--- src/rtl/seg7_scan_if.sv ---
// Bundle of the count-control inputs and display/count outputs of seg7_scan_counter.
// The master drives the controls; the slave (the counter) drives the display and count.
interface seg7_scan_if #(
    parameter int unsigned DIGITS = 4
);
    logic                  ena;
    logic [1:0]            mode;
    logic [4*DIGITS-1:0]   load_val;
    logic [6:0]            segments;
    logic                  dp;
    logic [DIGITS-1:0]     digit_sel;
    logic [4*DIGITS-1:0]   count;
    logic                  wrap;

    modport master (
        output ena, mode, load_val,
        input  segments, dp, digit_sel, count, wrap
    );

    modport slave (
        input  ena, mode, load_val,
        output segments, dp, digit_sel, count, wrap
    );
endinterface

--- src/rtl/seg7_scan_counter.sv ---
// N-digit BCD up/down/load counter with a time-multiplexed seven-segment scan,
// leading-zero blanking and selectable common-anode output polarity.
module seg7_scan_counter #(
    parameter int unsigned DIGITS       = 4,
    parameter int unsigned TICK_DIV     = 1000,
    parameter int unsigned SCAN_DIV     = 256,
    parameter int unsigned LZB          = 1,
    parameter int unsigned COMMON_ANODE = 0
) (
    input logic       clk,
    input logic       rst_n,
    seg7_scan_if.slave bus
);
    localparam int unsigned PW = $clog2(TICK_DIV);
    localparam int unsigned SW = (SCAN_DIV > 1) ? $clog2(SCAN_DIV) : 1;
    localparam int unsigned IW = (DIGITS > 1) ? $clog2(DIGITS) : 1;
    localparam int unsigned CW = 4 * DIGITS;

    localparam logic [PW-1:0] PresMax = PW'(TICK_DIV - 1);
    localparam logic [SW-1:0] ScanMax = SW'(SCAN_DIV - 1);
    localparam logic [IW-1:0] IdxMax  = IW'(DIGITS - 1);

    localparam logic [1:0] ModeUp   = 2'b01;
    localparam logic [1:0] ModeDown = 2'b10;
    localparam logic [1:0] ModeLoad = 2'b11;

    logic [PW-1:0]     pres_q, pres_d;
    logic [CW-1:0]     count_q, count_d;
    logic              wrap_q, wrap_d;
    logic [SW-1:0]     scan_q, scan_d;
    logic [IW-1:0]     idx_q, idx_d;
    logic [6:0]        seg_q, seg_d;
    logic [DIGITS-1:0] sel_q, sel_d;
    logic              dp_q, dp_d;

    logic       counting, tick, carry;
    logic [3:0] nib;

    always_comb begin
        counting = bus.ena && (bus.mode == ModeUp || bus.mode == ModeDown);
        tick     = counting && (pres_q == PresMax);
        pres_d   = (counting && !tick) ? pres_q + 1'b1 : '0;
        count_d  = count_q;
        wrap_d   = 1'b0;
        carry    = 1'b1;
        nib      = 4'd0;
        if (tick) begin
            // Ripple carry/borrow: a digit changes only while all lower digits rolled over.
            for (int i = 0; i < DIGITS; i++) begin
                nib = count_q[4*i +: 4];
                if (carry) begin
                    if (bus.mode == ModeUp) begin
                        if (nib == 4'd9) nib = 4'd0;
                        else begin
                            nib   = nib + 4'd1;
                            carry = 1'b0;
                        end
                    end else begin
                        if (nib == 4'd0) nib = 4'd9;
                        else begin
                            nib   = nib - 4'd1;
                            carry = 1'b0;
                        end
                    end
                end
                count_d[4*i +: 4] = nib;
            end
            wrap_d = carry;
        end else if (bus.ena && bus.mode == ModeLoad) begin
            for (int i = 0; i < DIGITS; i++) begin
                nib               = bus.load_val[4*i +: 4];
                count_d[4*i +: 4] = (nib > 4'd9) ? 4'd9 : nib;
            end
        end
    end

    always_comb begin
        scan_d = (scan_q == ScanMax) ? '0 : scan_q + 1'b1;
        idx_d  = idx_q;
        if (scan_q == ScanMax) idx_d = (idx_q == IdxMax) ? '0 : idx_q + 1'b1;
    end

    logic [3:0] digit;
    logic       upper_zero, blank;
    logic [6:0] pattern;

    always_comb begin
        digit      = 4'd0;
        upper_zero = 1'b1;
        for (int i = 0; i < DIGITS; i++) begin
            if (IW'(i) == idx_q) digit = count_q[4*i +: 4];
            if (IW'(i) >= idx_q && count_q[4*i +: 4] != 4'd0) upper_zero = 1'b0;
        end
        blank = (LZB != 0) && (idx_q != '0) && upper_zero;
        case (digit)
            4'd0:    pattern = 7'h3F;
            4'd1:    pattern = 7'h06;
            4'd2:    pattern = 7'h5B;
            4'd3:    pattern = 7'h4F;
            4'd4:    pattern = 7'h66;
            4'd5:    pattern = 7'h6D;
            4'd6:    pattern = 7'h7D;
            4'd7:    pattern = 7'h07;
            4'd8:    pattern = 7'h7F;
            4'd9:    pattern = 7'h6F;
            default: pattern = 7'h00;
        endcase
        seg_d = blank ? 7'h00 : pattern;
        sel_d = DIGITS'(1) << idx_q;
        dp_d  = !blank && (bus.mode == ModeDown);
    end

    always_ff @(posedge clk or negedge rst_n) begin
        if (!rst_n) begin
            pres_q  <= '0;
            count_q <= '0;
            wrap_q  <= 1'b0;
            scan_q  <= '0;
            idx_q   <= '0;
            seg_q   <= 7'h3F;
            sel_q   <= DIGITS'(1);
            dp_q    <= 1'b0;
        end else begin
            pres_q  <= pres_d;
            count_q <= count_d;
            wrap_q  <= wrap_d;
            scan_q  <= scan_d;
            idx_q   <= idx_d;
            seg_q   <= seg_d;
            sel_q   <= sel_d;
            dp_q    <= dp_d;
        end
    end

    assign bus.segments  = (COMMON_ANODE != 0) ? ~seg_q : seg_q;
    assign bus.digit_sel = (COMMON_ANODE != 0) ? ~sel_q : sel_q;
    assign bus.dp        = (COMMON_ANODE != 0) ? ~dp_q : dp_q;
    assign bus.count     = count_q;
    assign bus.wrap      = wrap_q;
endmodule

--- src/flat_wrapper.sv ---
// flat-port wrapper written by rule: the top's interface ports become plain ports
module seg7_scan_counter_flat 
#(
    parameter int unsigned DIGITS       = 4,
    parameter int unsigned TICK_DIV     = 1000,
    parameter int unsigned SCAN_DIV     = 256,
    parameter int unsigned LZB          = 1,
    parameter int unsigned COMMON_ANODE = 0
)
  (clk, rst_n, bus_ena, bus_mode, bus_load_val, bus_segments, bus_dp, bus_digit_sel, bus_count, bus_wrap);
  seg7_scan_if #(.DIGITS(DIGITS)) bus_i ();
  input logic clk;
  input logic rst_n;
  input wire logic [$bits(bus_i.ena)-1:0] bus_ena;
  input wire logic [$bits(bus_i.mode)-1:0] bus_mode;
  input wire logic [$bits(bus_i.load_val)-1:0] bus_load_val;
  output wire logic [$bits(bus_i.segments)-1:0] bus_segments;
  output wire logic [$bits(bus_i.dp)-1:0] bus_dp;
  output wire logic [$bits(bus_i.digit_sel)-1:0] bus_digit_sel;
  output wire logic [$bits(bus_i.count)-1:0] bus_count;
  output wire logic [$bits(bus_i.wrap)-1:0] bus_wrap;
  assign bus_i.ena = bus_ena;
  assign bus_i.mode = bus_mode;
  assign bus_i.load_val = bus_load_val;
  assign bus_segments = bus_i.segments;
  assign bus_dp = bus_i.dp;
  assign bus_digit_sel = bus_i.digit_sel;
  assign bus_count = bus_i.count;
  assign bus_wrap = bus_i.wrap;
  seg7_scan_counter #(.DIGITS(DIGITS), .TICK_DIV(TICK_DIV), .SCAN_DIV(SCAN_DIV), .LZB(LZB), .COMMON_ANODE(COMMON_ANODE)) u_core (.clk(clk), .rst_n(rst_n), .bus(bus_i));
endmodule
--- config.mk ---
export PLATFORM = sky130hd
export DESIGN_NAME = seg7_scan_counter_flat
export DESIGN_NICKNAME = d
export VERILOG_FILES = /design/src/rtl/seg7_scan_if.sv /design/src/rtl/seg7_scan_counter.sv /design/src/flat_wrapper.sv
export SDC_FILE = /design/constraint.sdc
export NUM_CORES = 1
export LEC_CHECK = 0
export ABC_CLOCK_PERIOD_IN_PS = 3700
export CELL_PAD_IN_SITES_DETAIL_PLACEMENT = 1
export CELL_PAD_IN_SITES_GLOBAL_PLACEMENT = 1
export CORE_MARGIN = 1
export CORE_UTILIZATION = 46
export CTS_BUF_LIST = sky130_fd_sc_hd__clkbuf_4 sky130_fd_sc_hd__clkbuf_8
export CTS_CLUSTER_DIAMETER = 30
export DETAILED_ROUTE_END_ITERATION = 12
export GPL_TIMING_DRIVEN = 0
export PLACE_DENSITY_LB_ADDON = 0.1
export SLEW_MARGIN = 15
export SYNTH_ARGS = -nofsm -noshare
export SYNTH_HDL_FRONTEND = slang
export SYNTH_SLANG_ARGS = --single-unit
export TNS_END_PERCENT = 10
--- constraint.sdc ---
create_clock -name clk -period 3.7 [get_ports clk]
set_input_delay 0.74 -clock clk [delete_from_list [all_inputs] [get_ports clk]]
set_output_delay 0.74 -clock clk [all_outputs]
set_load 0.05 [all_outputs]
==> qor.csv, run 1 <==
stage,metric,value,unit
run_status,status,"finished, final reports clean",
synthesis,largest family of logic cells by synthesized area,simple AND/OR/NAND/NOR gates,
clocking,postcts setup bufs,0,
placed_design,port bufs,49,
timing,worst slew pin tran,681,ps
clocking,CTS root buf,clkbuf_8,
layout,share of cells above drive strength 1,10.1,%
placed_design,hpwl dp,7110,µm
placed_design,Post-Place Setup Slack,459,ps
global_routing,GRT met3 Usage,2.76,%
layout,Area Growth Syn to Fin,21.9,%
synthesis,synthesized instance count,377,
routing,Routed WL,9290,µm
setup_path,Worst R2R End,u_core.bus.segments[3],
global_routing,Global Route met1 Usage,33.9,%
timing,Fmax achieved,336,MHz
synthesis,Post-synth EDFFs,0,
timing,max_slew headroom,54.4,%
routing,Antenna Violating Nets Remaining,0,
clocking,CTS sink count,49,
global_routing,vias in the first global route,3197,
synthesis,adder-cell share of the synthesized area,5.69,%
synthesis,Synth area leaders,"dfrtp_1, ha_1, dfstp_2",
layout,Total Nets Final,470,
synthesis,Post-Synth Simple-Gate Area,24.0,%
synthesis,"Top FF cell, synth",dfrtp_1,
clocking,number of buffers created by CTS,5,
synthesis,Cell variety after synth,63,
clocking,H-tree Lvls,2,
power,PwrDens,416,nW/µm²
setup_path,CP max FO,7,
synthesis,share of the synthesized area in the top cell type,31.9,%
clocking,CTS tree,yes,
power,clock share of power,20.4,%
timing,final period utilization,80.3,%
timing,Finish-stage setup viols,0,
global_routing,pin count of the biggest net entering global routing,32,
power,Internal,0.995,mW
die,Initial Util,48.0,%
worst_hold_path,type of the worst min-delay path,in2async,
die,FP Rows,30,
setup_path,CP endpoint kind,register,
layout,most frequent cells in the layout,"clkdlybuf4s50_1, dfrtp_1, nor2_1",
setup_path,element type at the critical path start,primary input,
routing,1st-iter DRT viols,87,
layout,ANT cells,0,
routing,drt drc,0,
power,leakage power,1.69,nW
die,Ports,50,
setup_path,CP startpoint,bus_mode[0],
timing,RSZ-0062 raised after global routing,no,
routing,Vias/cell,5.79,
layout,"commonest non-fill, non-tap cell in the layout",clkdlybuf4s50_1,
routing,Detailed Routing Iterations Pass 1,4,
synthesis,register area share after synthesis,37.4,%
setup_path,critical path type,in2reg,
clocking,post_cts resized,0,
global_routing,met2 Track Usage GR,49.2,%
routing,vias,3076,
synthesis,#FFs+latches synth,49,
die,Core ar.,6870,µm²
synthesis,compound-cell area share of the yosys netlist,21.0,%
global_routing,initial antenna violation count,0,
power,Net Switching,0.680,mW
power,Max VDD drop,0.201,mV
global_routing,global-route wire length before repair,15600,µm
setup_path,Required @ worst endpoint,3890,ps
synthesis,Syn Nets,413,
timing,clk_skew,8.10,ps
synthesis,Post-Synth XOR/XNOR Area,4.51,%
power,part of the power in registers,38.2,%
synthesis,Ys Warns,0,
setup_path,reg2reg setup slack,1110,ps
routing,Routed wire per std cell,17.5,µm
setup_path,reg2reg start,u_core.idx_q[1],
flow_run,Max Cap Violations,0,
synthesis,"area leader, netlist",dfrtp_1,
clocking,Skew-Pair Late Insertion Delay,310,ps
timing,endpoints failing hold,0,
timing,Period minus WS final,2970,ps
timing,worst setup margin,728,ps
synthesis,ys async rst share,100,%
global_routing,total track usage,26.8,%
power,Comb pwr share,41.4,%
global_routing,global route hottest layer,met2,
placed_design,routability cong.,0.832,
timing,TNS Setup,0,ps
power,switch share,40.6,%
die,Die X,86.7,µm
setup_path,Setup crit end,u_core.bus.count[9],
synthesis,Post-Syn Area per Cell,8.75,µm²
die,die area,7520,µm²
global_routing,total grt overflow,0,
clocking,Clock Path Buffers,2,
timing,pins over their slew limit,0,
setup_path,"Arr. time, crit path",3160,ps
die,die height,86.7,µm
synthesis,mux contribution to synthesized area,2.28,%
clocking,"Reg clk slew, reported paths",90,ps
setup_path,R2R cell count,10,
synthesis,Post-Syn Area,3300,µm²
clocking,hold_buf cts,0,
## flip-flops by register name, summed over array words and instances, names as in the netlist
signal                flops
u_core.bus.segments       7
u_core.pres_q            10
u_core.scan_q             8
u_core.bus.dp             1
u_core.bus.wrap           1
u_core.idx_q              2
u_core.bus.digit_sel      4
u_core.bus.count         16
## stage by stage
stage | utilization [%] | area, µm² | power [mW] | hold WS (ps) | cells
2_1_floorplan | - | 3300 | 1.11 | 424 | 377
3_3_place_gp | 56.9 | 3910 | 1.32 | 441 | 522
3_5_place_dp | 57.1 | 3930 | 1.34 | 458 | 523
4_1_cts | 58.5 | 4020 | 1.69 | 402 | 531
5_1_grt | 58.5 | 4020 | 1.76 | 413 | 531
6_report | 58.5 | 4020 | 1.67 | 390 | 531
## worst min path at each step
stage | cells past startpoint | from | end
floorplan | 1 | u_core.scan_q[0] | u_core.scan_q[0]
global placement | 1 | u_core.scan_q[0] | u_core.scan_q[0]
detailed placement | 1 | u_core.scan_q[0] | u_core.scan_q[0]
CTS | 1 | rst_n | u_core.bus.count[14]
global route | 1 | rst_n | u_core.bus.count[14]
finish | 1 | rst_n | u_core.bus.count[14]
## power by group through the flow
stage	sequential, mW	clock [mW]	combinational, mW
after CTS	0.640	0.353	0.692
after global routing	0.649	0.365	0.746
after global placement	0.648	0	0.668
final	0.640	0.341	0.693
after detailed placement	0.651	0	0.689
after floorplan	0.824	0	0.287
## routing by layer
metal	vias up	wire, µm
met5	-	0
met4	0	89
met3	10	280
met2	62	4880
met1	1526	4040
li1	1478	-
## synthesized netlist by cell type, types with 4 or more instances
cell type / n
inv_1: 17
nor3_1: 20
nand2_1: 21
a21oi_1: 19
nor2b_1: 9
and2_1: 4
buf_2: 7
and3_1: 8
nand3b_1: 6
ha_1: 15
o22ai_1: 7
nor3b_1: 4
a31oi_1: 7
xnor2_1: 11
nor2_1: 33
xor2_1: 6
nand3_1: 14
clkbuf_1: 17
a211oi_1: 5
mux2_2: 4
o21ai_0: 30
dfrtp_1: 42
dfstp_2: 7
## worst max-delay path, cell delays in order
cell and delay [ps]:
clkdlybuf4s50_1 530, inv_1 60, ha_1 290, and2b_2 270
and4_4 160, nor2_1 540, nor2_1 240, mux2_2 330
## layout make-up
class | count | area, µm²
fillers | 844 | 2850
multi-input cells | 286 | 1900
flip-flops and latches | 49 | 1230
repair buffers | 50 | 505
well taps | 96 | 120
plain buffers | 25 | 103
clock buffers | 6 | 82.6
inverters | 17 | 63.8
clock inverters | 2 | 13.8
## cell families (layout without fill, tap and decap cells)
family,Yosys count,after routing
flops,49,49
mux,7,7
simple gates,142,142
xor+xnor,17,17
buf+inv,42,100
fa+ha+maj,15,15
compound gates,105,105
No activity file was read; power rests on OpenSTA's default activity.
==> run 2, diff against run 1 <==
--- a/config.mk
+++ b/config.mk
@@ -5,11 +5,11 @@
 export SDC_FILE = /design/constraint.sdc
 export NUM_CORES = 1
 export LEC_CHECK = 0
-export ABC_CLOCK_PERIOD_IN_PS = 3700
+export ABC_CLOCK_PERIOD_IN_PS = 2660
 export CELL_PAD_IN_SITES_DETAIL_PLACEMENT = 1
 export CELL_PAD_IN_SITES_GLOBAL_PLACEMENT = 1
 export CORE_MARGIN = 1
-export CORE_UTILIZATION = 46
+export CORE_UTILIZATION = 38
 export CTS_BUF_LIST = sky130_fd_sc_hd__clkbuf_4 sky130_fd_sc_hd__clkbuf_8
 export CTS_CLUSTER_DIAMETER = 30
 export DETAILED_ROUTE_END_ITERATION = 12
==> constraint.sdc (replaced) <==
create_clock -name clk -period 2.66 [get_ports clk]
set_input_delay 0.532 -clock clk [delete_from_list [all_inputs] [get_ports clk]]
set_output_delay 0.532 -clock clk [all_outputs]
set_load 0.05 [all_outputs]
==> run 2 against run 1 <==
  * Sequential power up 39%
  * Clock power rose by 77%
  * First-iteration DRC count is 5.7% higher
  * Largest power group unchanged
  * Clock skew barely moved
  * Final cell count grew 1.7%
  * Critical path type unchanged
  * Hold slack lost 190 ps
  * Count of clock-buffer cells in the layout is the same
  * Highest routed layer unchanged
  * Cell area up 1.4%
  * Non-clock buffer count did not move
==> qor.csv, run 2 (synthesis gave the netlist of run 1 again) <==
stage,metric,value,unit,change
routing,drt drc,0,,unchanged
flow_run,Max Cap Violations,0,,unchanged
setup_path,CP endpoint kind,register,,
clocking,"Reg clk slew, reported paths",100,ps,about the same
layout,Filler Cell Count,989,,+17%
run_status,status,"finished, final reports clean",,
timing,final period utilization,95.7,%,
setup_path,Worst R2R End,u_core.bus.segments[3],,
setup_path,element type at the critical path start,primary input,,
clocking,Skew-Pair Late Insertion Delay,320,ps,about the same
die,die height,95.2,µm,+9.8%
power,leakage power,1.70,nW,+0.47%
timing,clk_skew,7.80,ps,-0.309 ps
clocking,number of buffers created by CTS,5,,unchanged
placed_design,Post-Place Setup Slack,-349,ps,-808 ps
clocking,CTS tree,yes,,
layout,"commonest non-fill, non-tap cell in the layout",clkdlybuf4s50_1,,
layout,Total Nets Final,470,,unchanged
routing,Detailed Routing Iterations Pass 1,4,,unchanged
layout,most frequent cells in the layout,"clkdlybuf4s50_1, dfrtp_1, nor2_1",,
routing,Routed wire per std cell,17.4,µm,-0.35%
clocking,Clock Path Buffers,2,,unchanged
global_routing,met2 Track Usage GR,38.2,%,-11 points
setup_path,reg2reg start,u_core.idx_q[0],,
global_routing,pin count of the biggest net entering global routing,29,,-9.4%
placed_design,routability cong.,0.823,,-1.1%
timing,Finish-stage setup viols,0,,unchanged
setup_path,critical path type,in2reg,,
power,PwrDens,602,nW/µm²,+44%
timing,endpoints failing hold,0,,unchanged
timing,TNS Setup,0,ps,unchanged
worst_hold_path,type of the worst min-delay path,in2async,,
setup_path,CP max FO,10,,+3
die,Initial Util,39.8,%,-8.3 points
timing,RSZ-0062 raised after global routing,yes,,
setup_path,"Arr. time, crit path",2750,ps,-410 ps
global_routing,vias in the first global route,3141,,-1.8%
layout,Area Growth Syn to Fin,23.6,%,
timing,Period minus WS final,2550,ps,
power,Max VDD drop,0.235,mV,+17%
global_routing,total track usage,22.3,%,-4.5 points
timing,worst setup margin,114,ps,-613 ps
die,Core ar.,8300,µm²,+21%
global_routing,total grt overflow,0,,unchanged
timing,pins over their slew limit,0,,unchanged
clocking,hold_buf cts,0,,unchanged
timing,max_slew headroom,55.8,%,+1.4 points
die,Die X,95.2,µm,+9.8%
die,die area,9060,µm²,+21%
timing,Fin Hold WS,196,ps,-194 ps
routing,Antenna Violating Nets Remaining,0,,unchanged
clocking,H-tree Lvls,2,,unchanged
routing,vias,3094,,+0.59%
layout,ANT cells,0,,unchanged
layout,fin area,4080,µm²,+1.4%
routing,Vias/cell,5.73,,-1.1%
die,FP Rows,33,,+10%
placed_design,Area after DPL,3940,µm²,+0.29%
layout,share of cells above drive strength 1,11.3,%,+1.1 points
global_routing,GRT met3 Usage,3.59,%,+0.83 points
clocking,CTS root buf,clkbuf_8,,
setup_path,reg2reg setup slack,150,ps,-960 ps
global_routing,global-route wire length before repair,15600,µm,about the same
global_routing,initial antenna violation count,0,,unchanged
timing,Fmax achieved,393,MHz,
global_routing,Global Route met1 Usage,29.1,%,-4.8 points
clocking,CTS sink count,49,,unchanged
placed_design,port bufs,49,,unchanged
routing,Routed WL,9410,µm,+1.3%
layout,number of flip-flops in the largest register,16,,unchanged
timing,worst slew pin tran,662,ps,-18.7 ps
placed_design,hpwl dp,7120,µm,+0.14%
die,Ports,50,,unchanged
setup_path,R2R cell count,10,,unchanged
global_routing,global route hottest layer,met2,,
routing,1st-iter DRT viols,92,,+5.7%
setup_path,Required @ worst endpoint,2870,ps,-1020 ps
[run 2: how the worst max path moves through the flow]
stage	startpoint	endpoint	slack (ps)	cells past startpoint
global route	u_core.idx_q[1]	u_core.bus.segments[3]	-20	10
global placement	rst_n	u_core.bus.count[6]	-430	1
detailed placement	bus_mode[0]	u_core.bus.count[11]	-350	8
CTS	u_core.idx_q[1]	u_core.bus.segments[3]	20	10
finish	bus_mode[1]	u_core.bus.count[9]	110	9
floorplan	u_core.idx_q[0]	u_core.bus.segments[3]	500	10
[run 2: timing repair]
action | CTS | global route
pin swaps | 0 | 1
setup buffers | 0 | 0
endpoints found under the setup margin | 2 | 9
gates resized for setup | 1 | 5
[run 2: critical path, stage by stage]
cell	delay [ps]
clkdlybuf4s50_1	520
inv_1	60
ha_1	160
buf_2	170
and3_1	190
o21ai_1	290
nor3_1	150
nor2_1	280
mux2_2	380
[run 2: area by class of cell]
class / instances / area, µm² / share of cell area (%)
Tap cell: 105 / 131 / 3.22
Inverter: 17 / 63.8 / 1.56
Multi-Input combinational cell: 286 / 1910 / 46.9
Timing Repair Buffer: 50 / 505 / 12.4
Buffer: 25 / 105 / 2.58
Sequential cell: 49 / 1230 / 30.3
Clock inverter: 2 / 41.3 / 1.01
Clock buffer: 6 / 82.6 / 2.02
[run 2: layer usage]
| metal | part of all wire, % | vias up | wire [µm] |
|---|---|---|---|
| met2 | 50 | 54 | 4670 |
| met1 | 46 | 1558 | 4340 |
| met3 | 3.3 | 10 | 310 |
| met5 | 0 | - | 0 |
| li1 | - | 1472 | - |
| met4 | 1.0 | 0 | 96 |
[run 2: stage by stage]
step	std cells	power (mW)	utilization (%)
after floorplan	377	1.55	-
after global placement	531	1.84	47.2
after detailed placement	532	1.86	47.4
after CTS	540	2.48	49.0
after global routing	540	2.59	49.1
final	540	2.45	49.1
[run 2: report_power, final]
group | internal (mW) | leakage, nW | switching, mW
registers | 0.832 | 0.611 | 0.0586
logic | 0.340 | 1.03 | 0.620
clock network | 0.313 | 0.0633 | 0.289
total | 1.49 | 1.70 | 0.968
